<file path="src/rtl/dp_ram_be_if.sv">
// Access bus for dp_ram_be: two independent read/write ports plus status.
// Master drives requests; slave (the RAM) returns read data and status.
interface dp_ram_be_if #(
    parameter int unsigned DATA_W = 42,
    parameter int unsigned ADDR_W = 4,
    parameter int unsigned LANE_W = 8
);
    localparam int unsigned NL = (DATA_W + LANE_W - 1) / LANE_W;

    logic              ena;
    logic [NL-1:0]     wea;
    logic [ADDR_W-1:0] addra;
    logic [DATA_W-1:0] dia;
    logic [DATA_W-1:0] doa;
    logic              enb;
    logic [NL-1:0]     web;
    logic [ADDR_W-1:0] addrb;
    logic [DATA_W-1:0] dib;
    logic [DATA_W-1:0] dob;
    logic              init_done;
    logic              coll;

    modport master (
        output ena, wea, addra, dia, enb, web, addrb, dib,
        input  doa, dob, init_done, coll
    );

    modport slave (
        input  ena, wea, addra, dia, enb, web, addrb, dib,
        output doa, dob, init_done, coll
    );
endinterface

</file>
<file path="src/rtl/dp_ram_be.sv">
// Single-clock true dual-port RAM with byte-lane writes, selectable
// read-during-write behaviour, optional output stage and zero-fill after reset.
module dp_ram_be #(
    parameter int unsigned DATA_W     = 42,
    parameter int unsigned DEPTH      = 16,
    parameter int unsigned ADDR_W     = 4,
    parameter int unsigned LANE_W     = 8,
    parameter int unsigned RD_MODE    = 0,
    parameter int unsigned OUT_REG    = 0,
    parameter int unsigned INIT_CLEAR = 1
) (
    input logic        clk,
    input logic        rst_n,
    dp_ram_be_if.slave bus
);
    localparam int unsigned NL    = (DATA_W + LANE_W - 1) / LANE_W;
    localparam int unsigned IDX_W = (DEPTH > 1) ? $clog2(DEPTH) : 1;

    localparam logic [0:0] ST_INIT = 1'b0;
    localparam logic [0:0] ST_RUN  = 1'b1;

    // Expand lane enables to a per-bit mask; the top lane may be partial.
    function automatic logic [DATA_W-1:0] lane_mask(input logic [NL-1:0] we);
        logic [DATA_W-1:0] m;
        m = '0;
        for (int l = 0; l < NL; l++) begin
            for (int b = 0; b < LANE_W; b++) begin
                if (l * LANE_W + b < DATA_W) m[l*LANE_W+b] = we[l];
            end
        end
        return m;
    endfunction

    logic [DATA_W-1:0] mem [DEPTH];

    logic [0:0]        state_q, state_d;
    logic [IDX_W-1:0]  cnt_q, cnt_d;
    logic              run;

    logic              a_in, b_in, a_ok, b_ok, a_wr, b_wr, same;
    logic [IDX_W-1:0]  ia, ib;
    logic [DATA_W-1:0] mask_a, mask_b, a_old, b_old, a_new, b_new, a_rd, b_rd;
    logic              a_ld, b_ld;

    logic [DATA_W-1:0] doa1_q, dob1_q;
    logic              coll_q, done_q;

    assign run = (state_q == ST_RUN);

    // Clear sequencer: walk every word once, then open for accesses.
    always_comb begin
        state_d = state_q;
        cnt_d   = cnt_q;
        case (state_q)
            ST_INIT: begin
                cnt_d = cnt_q + IDX_W'(1);
                if (cnt_q == IDX_W'(DEPTH - 1)) begin
                    state_d = ST_RUN;
                    cnt_d   = '0;
                end
            end
            default: ;
        endcase
    end

    always_ff @(posedge clk or negedge rst_n) begin
        if (!rst_n) begin
            state_q <= (INIT_CLEAR != 0) ? ST_INIT : ST_RUN;
            cnt_q   <= '0;
        end else begin
            state_q <= state_d;
            cnt_q   <= cnt_d;
        end
    end

    // Port decode and write merge; on a shared address A's lanes override B's.
    always_comb begin
        a_in   = 32'(bus.addra) < DEPTH;
        b_in   = 32'(bus.addrb) < DEPTH;
        ia     = bus.addra[IDX_W-1:0];
        ib     = bus.addrb[IDX_W-1:0];
        a_ok   = run && rst_n && bus.ena && a_in;
        b_ok   = run && rst_n && bus.enb && b_in;
        a_wr   = a_ok && (|bus.wea);
        b_wr   = b_ok && (|bus.web);
        same   = a_ok && b_ok && (bus.addra == bus.addrb);
        mask_a = lane_mask(bus.wea);
        mask_b = lane_mask(bus.web);
        a_old  = a_in ? mem[ia] : '0;
        b_old  = b_in ? mem[ib] : '0;
        a_new  = same ? ((a_old & ~mask_b) | (bus.dib & mask_b)) : a_old;
        a_new  = (a_new & ~mask_a) | (bus.dia & mask_a);
        b_new  = same ? a_new : ((b_old & ~mask_b) | (bus.dib & mask_b));
        // A non-writing port always sees the pre-write word.
        a_rd   = (a_wr && RD_MODE == 1) ? a_new : a_old;
        b_rd   = (b_wr && RD_MODE == 1) ? b_new : b_old;
        a_ld   = run && rst_n && bus.ena && !(RD_MODE == 2 && (|bus.wea));
        b_ld   = run && rst_n && bus.enb && !(RD_MODE == 2 && (|bus.web));
    end

    always_ff @(posedge clk) begin
        if (!run) begin
            mem[cnt_q] <= '0;
        end else begin
            if (a_wr || (same && b_wr)) mem[ia] <= a_new;
            if (b_wr && !same)          mem[ib] <= b_new;
        end
    end

    always_ff @(posedge clk or negedge rst_n) begin
        if (!rst_n) begin
            doa1_q <= '0;
            dob1_q <= '0;
            coll_q <= 1'b0;
            done_q <= (INIT_CLEAR != 0) ? 1'b0 : 1'b1;
        end else begin
            if (a_ld) doa1_q <= a_rd;
            if (b_ld) dob1_q <= b_rd;
            coll_q <= same && (a_wr || b_wr);
            done_q <= (state_d == ST_RUN);
        end
    end

    // Optional second stage follows the first one cycle later.
    generate
        if (OUT_REG != 0) begin : g_oreg
            logic              lda_q, ldb_q;
            logic [DATA_W-1:0] doa2_q, dob2_q;

            always_ff @(posedge clk or negedge rst_n) begin
                if (!rst_n) begin
                    lda_q  <= 1'b0;
                    ldb_q  <= 1'b0;
                    doa2_q <= '0;
                    dob2_q <= '0;
                end else begin
                    lda_q <= a_ld;
                    ldb_q <= b_ld;
                    if (lda_q) doa2_q <= doa1_q;
                    if (ldb_q) dob2_q <= dob1_q;
                end
            end

            assign bus.doa = doa2_q;
            assign bus.dob = dob2_q;
        end else begin : g_noreg
            assign bus.doa = doa1_q;
            assign bus.dob = dob1_q;
        end
    endgenerate

    assign bus.init_done = done_q;
    assign bus.coll      = coll_q;
endmodule

</file>
<file path="src/flat_wrapper.sv">
// flat-port wrapper written by rule: the top's interface ports become plain ports
module dp_ram_be_flat 
#(
    parameter int unsigned DATA_W     = 42,
    parameter int unsigned DEPTH      = 16,
    parameter int unsigned ADDR_W     = 4,
    parameter int unsigned LANE_W     = 8,
    parameter int unsigned RD_MODE    = 0,
    parameter int unsigned OUT_REG    = 0,
    parameter int unsigned INIT_CLEAR = 1
)
  (clk, rst_n, bus_ena, bus_wea, bus_addra, bus_dia, bus_enb, bus_web, bus_addrb, bus_dib, bus_doa, bus_dob, bus_init_done, bus_coll);
  dp_ram_be_if #(.DATA_W(DATA_W), .ADDR_W(ADDR_W), .LANE_W(LANE_W)) bus_i ();
  input logic clk;
  input logic rst_n;
  input wire logic [$bits(bus_i.ena)-1:0] bus_ena;
  input wire logic [$bits(bus_i.wea)-1:0] bus_wea;
  input wire logic [$bits(bus_i.addra)-1:0] bus_addra;
  input wire logic [$bits(bus_i.dia)-1:0] bus_dia;
  input wire logic [$bits(bus_i.enb)-1:0] bus_enb;
  input wire logic [$bits(bus_i.web)-1:0] bus_web;
  input wire logic [$bits(bus_i.addrb)-1:0] bus_addrb;
  input wire logic [$bits(bus_i.dib)-1:0] bus_dib;
  output wire logic [$bits(bus_i.doa)-1:0] bus_doa;
  output wire logic [$bits(bus_i.dob)-1:0] bus_dob;
  output wire logic [$bits(bus_i.init_done)-1:0] bus_init_done;
  output wire logic [$bits(bus_i.coll)-1:0] bus_coll;
  assign bus_i.ena = bus_ena;
  assign bus_i.wea = bus_wea;
  assign bus_i.addra = bus_addra;
  assign bus_i.dia = bus_dia;
  assign bus_i.enb = bus_enb;
  assign bus_i.web = bus_web;
  assign bus_i.addrb = bus_addrb;
  assign bus_i.dib = bus_dib;
  assign bus_doa = bus_i.doa;
  assign bus_dob = bus_i.dob;
  assign bus_init_done = bus_i.init_done;
  assign bus_coll = bus_i.coll;
  dp_ram_be #(.DATA_W(DATA_W), .DEPTH(DEPTH), .ADDR_W(ADDR_W), .LANE_W(LANE_W), .RD_MODE(RD_MODE), .OUT_REG(OUT_REG), .INIT_CLEAR(INIT_CLEAR)) u_core (.clk(clk), .rst_n(rst_n), .bus(bus_i));
endmodule
</file>
<file path="config.mk">
export PLATFORM = sky130hd
export DESIGN_NAME = dp_ram_be_flat
export DESIGN_NICKNAME = d
export VERILOG_FILES = /design/src/rtl/dp_ram_be_if.sv /design/src/rtl/dp_ram_be.sv /design/src/flat_wrapper.sv
export SDC_FILE = /design/constraint.sdc
export NUM_CORES = 1
export LEC_CHECK = 0
export CORE_MARGIN = 2
export CORE_UTILIZATION = 25
export DETAILED_ROUTE_END_ITERATION = 12
export GPL_TIMING_DRIVEN = 0
export SLEW_MARGIN = 20
export SYNTH_ARGS = -nofsm -noshare
export SYNTH_HDL_FRONTEND = slang
export SYNTH_SLANG_ARGS = --single-unit
</file>
<file path="constraint.sdc">
create_clock -name clk -period 6.5 [get_ports clk]
set_input_delay 1.3 -clock clk [delete_from_list [all_inputs] [get_ports clk]]
set_output_delay 1.3 -clock clk [all_outputs]
set_load 0.02 [all_outputs]
</file>
==> impl_results.md, run 1 <==
* Status: completed
* Setup violators final at 0
* Resized Gates After CTS at 0
* LEAKAGE at 16.6 nW
* Die area at 173000 µm²
* Post-synth top cells: edfxtp_1 (672), o22ai_1 (672), mux4_2 (336), nand2_1 (215), buf_2 (146)
* # IOs at roughly 190
* Switch Pwr at 3.71 mW
* WP buf/inv at 6
* Placed cell areas at approximately 49000 µm²
* Critical path startpoint category: input port
* Maximum VDD drop at 0.193 mV
* Critical path's top delay family: buffers and inverters
* Vias in the first global route at roughly 33000
* DRT iter0 DRCs at 6460
* Slew Viols, Final at 0
* Crit-path max cell delay at ~0.86 ns
* Period utilisation layout at 0.912
* Wirelength per Cell at 34.7 µm
* RSZ-0062 raised after global routing: no
* Crit-path cells: clkdlybuf4s50_1 -> xnor2_1 -> nand3_1 -> buf_2 -> buf_2 -> o211ai_2 -> clkbuf_1 -> o21ai_4 -> buf_16 -> buf_16
* Slowest CP cell: clkbuf_1
* Multiplexer share of the synthesized area at 0.240
* Synth Net Count at 2983
* Top cells by area, synth: edfxtp_1 (48%), mux4_2 (18%), o22ai_1 (9.9%)
* Final routed DRC violation total at 0
* Pre-antenna DRT Iters at 9
* Worst-margin pin slew at 1.32 ns
* Via density at roughly 6.2
* Hold path endpoint: u_core.bus.dob[8]
* Clock Sink Count at 762
* Clock root buffer: clkbuf_16
* Gr ovfl total at 0
* Adder-cell share of the synthesized area at 0.000295
* Main flop type after synthesis: edfxtp_1
* Row count at 151
* Final ANT Viol Nets at 0
* Initial Utilization at 0.251
* Clock skew at 0.0328 ns
* Yosys reg bits at between 700 and 800
* Synth Instances at about 2900
* Setup TNS at 0 ns
* Compound-Gate Fraction of Synth Area at 0.151
* Synth cell types at 43
* WP data arrival at ~6.3 ns
* Mean post-synth cell area at 14.8 µm²
* Clock Pin Slew Worst Setup and Hold Paths at 0.06 ns
* GRT Util Overall at 0.213
* Internal power at 9.16 mW
* Capture point of the worst reg-to-reg path: u_core.mem[2][11]
* CP Class: input port to flip-flop
* Post-synth EDFFs at roughly 670
* Post-CTS Setup Bufs at 0
* Register-to-register setup slack at 1.71 ns
* Asr flop ratio synth at 0.118
* Post-DP HPWL at 133 mm
* Clock tree buffer depth at 3
* H-Tree Depth at 3
* Reg2Reg Depth at 11
* Port buffer count at 182
* Fmax at approximately 0.17 GHz
* CP endpoint kind: flip-flop
* Share of cells above drive strength 1 at 0.280
* Reg2reg start: u_core.run
* Syn-to-layout area delta at 20.9%
* First-pass GRT wire length at 261 mm
* Largest family of logic cells by synthesized area: multiplexers
* XOR/XNOR share of the synthesized area at 0.00103
* Worst min-delay path class: flip-flop to flip-flop
* Post-synth top area share at 0.476
* Period minus WS final at 5.93 ns
* Final hold violation count at 0
* Required @ worst endpoint at 6.89 ns
* Cell area after layout at 51300 µm²
* # hold bufs at CTS at 0
* Syn. warnings at 0
* Synthesized cell area at 42400 µm²
* Clk Latency, worst-skew pair at 0.67 ns
* PD cells at 251 nW/µm²
* DIE HEIGHT at 416 µm
* Sequential share of the synthesized area at 0.529
* Simple logic cell fraction of the synthesized area at 0.0347
* TritonCTS clock tree: done
* Max cap viols at 0
* Worst slew margin at 0.118
* Min-delay src: u_core.bus.dob[8]
* Clock Power Share at 0.379
* Final net count at around 3300
* Die width at ~420 µm
* Final Wtd Congestion at 0.957
* Largest net degree at the start of global routing at just under 60
* Core area at 169000 µm²
* Comb pwr share at 0.188
* CTS Buf Count at 87
* Switching Share at 0.288
* Crit Path Max Fanout at 15
* Initial antenna violation count at 23
* Vias at roughly 34000
* Largest area contributor in the synthesized netlist: edfxtp_1
* Drt total wl at 190 mm
* Sequential Power Share at 0.433
* Hold Crit Depth at 2
## registers in the layout, summed over array words and instances, names as in the netlist
register         flops
u_core.mem         672
u_core.bus.doa      42
u_core.bus.dob      42
u_core.cnt_q         4
u_core.bus.coll      1
u_core.run           1
## metal layers
layer  vias to the layer above  GRT usage  wire length (µm)
met5                         -    0.00194               172
met4                        22      0.133             14700
met3                       808     0.0666             25600
met2                      3208      0.333             86000
met1                     17000      0.254             64000
li1                      12900          -                 -
## metrics by stage
| stage | util | total power [mW] | hold WS (ns) | cells | worst slack (ns) |
|---|---|---|---|---|---|
| final | 0.303 | 12.9 | 0.475 | 5493 | 0.575 |
| after global routing | 0.303 | 13.1 | 0.509 | 5489 | 0.740 |
| after CTS | 0.303 | 12.8 | 0.478 | 5483 | 0.813 |
| after detailed placement | 0.287 | 8.03 | 0.464 | 5324 | 0.181 |
| after global placement | 0.278 | 7.99 | 0.467 | 5274 | -12.64 |
| after floorplan | - | 7.03 | 0.535 | 2874 | 0.289 |
## cell type report
| class | instances | area (µm²) |
|---|---|---|
| buffer | 370 | 1900 |
| inverter | 3 | 11.3 |
| fill | 16600 | 118000 |
| multi-input combinational | 1739 | 18300 |
| timing repair buffer | 232 | 3140 |
| clock buffer | 120 | 2420 |
| tap | 2218 | 2780 |
| antenna | 10 | 25.0 |
| sequential | 762 | 22400 |
| clock inverter | 39 | 312 |
## tightest hold or removal path: cells and delay by family, from the launching register on
| family | cells | cell delay [ns] |
|---|---|---|
| AND/OR/NAND/NOR | 2 | 0.10 |
| flip-flops | 1 | 0.34 |
## power by group through the flow
| stage | Combinational, mW | Sequential (mW) | Clock [mW] |
|---|---|---|---|
| after floorplan | 1.25 | 5.78 | 0 |
| final | 2.41 | 5.57 | 4.88 |
| after global routing | 2.50 | 5.59 | 5.03 |
| after detailed placement | 2.36 | 5.68 | 0 |
| after CTS | 2.37 | 5.58 | 4.85 |
| after global placement | 2.29 | 5.69 | 0 |
## logic make-up after synthesis
group,after synthesis
compound gates,852
xor+xnor,5
fa+ha+maj,1
buf+inv,373
flops,762
mux,550
simple gates,331
## how the worst max path moves through the flow
stage,depth (start not counted),to,start
6_report,10,u_core.mem[3][11],bus_addra[1]
3_5_place_dp,11,u_core.mem[2][16],bus_enb
5_1_grt,10,u_core.mem[3][11],bus_addra[3]
2_1_floorplan,9,u_core.mem[3][0],bus_web[0]
4_1_cts,11,u_core.mem[2][11],bus_enb
3_3_place_gp,9,u_core.mem[5][16],rst_n
## cell usage in the layout (no fill, tap or decap), types with 29 or more instances in the layout
cell	Yosys	routed
edfxtp_1	672	672
buf_4	80	80
a221oi_4	40	40
clkbuf_1	130	149
clkbuf_16	0	88
nand2_1	215	215
o22ai_1	672	672
a22oi_1	85	85
nor4_1	43	43
clkdlybuf4s50_1	0	181
mux2_2	45	45
buf_16	0	45
dfrtp_1	90	90
nand2b_1	30	30
mux4_2	336	336
buf_2	146	150
mux2i_4	29	29
mux2i_1	128	128
Power figures use the tool's default switching activity.
==> run 2: changes to the inputs <==
==> constraint.sdc (replaced) <==
create_clock -name clk -period 6.8 [get_ports clk]
set_input_delay 1.36 -clock clk [delete_from_list [all_inputs] [get_ports clk]]
set_output_delay 1.36 -clock clk [all_outputs]
set_load 0.02 [all_outputs]
==> results of run 2 <==
Same layout as run 1 (identical final DEF). Status: completed.
Among the figures that moved: setup slack after placement 0.181 ns -> 0.421 ns; setup slack after layout 0.575 ns -> 0.815 ns; register-to-register setup slack 1.71 ns -> 2.01 ns; total power 12.9 mW -> 12.3 mW; worst IR drop on VDD 0.193 mV -> 0.185 mV
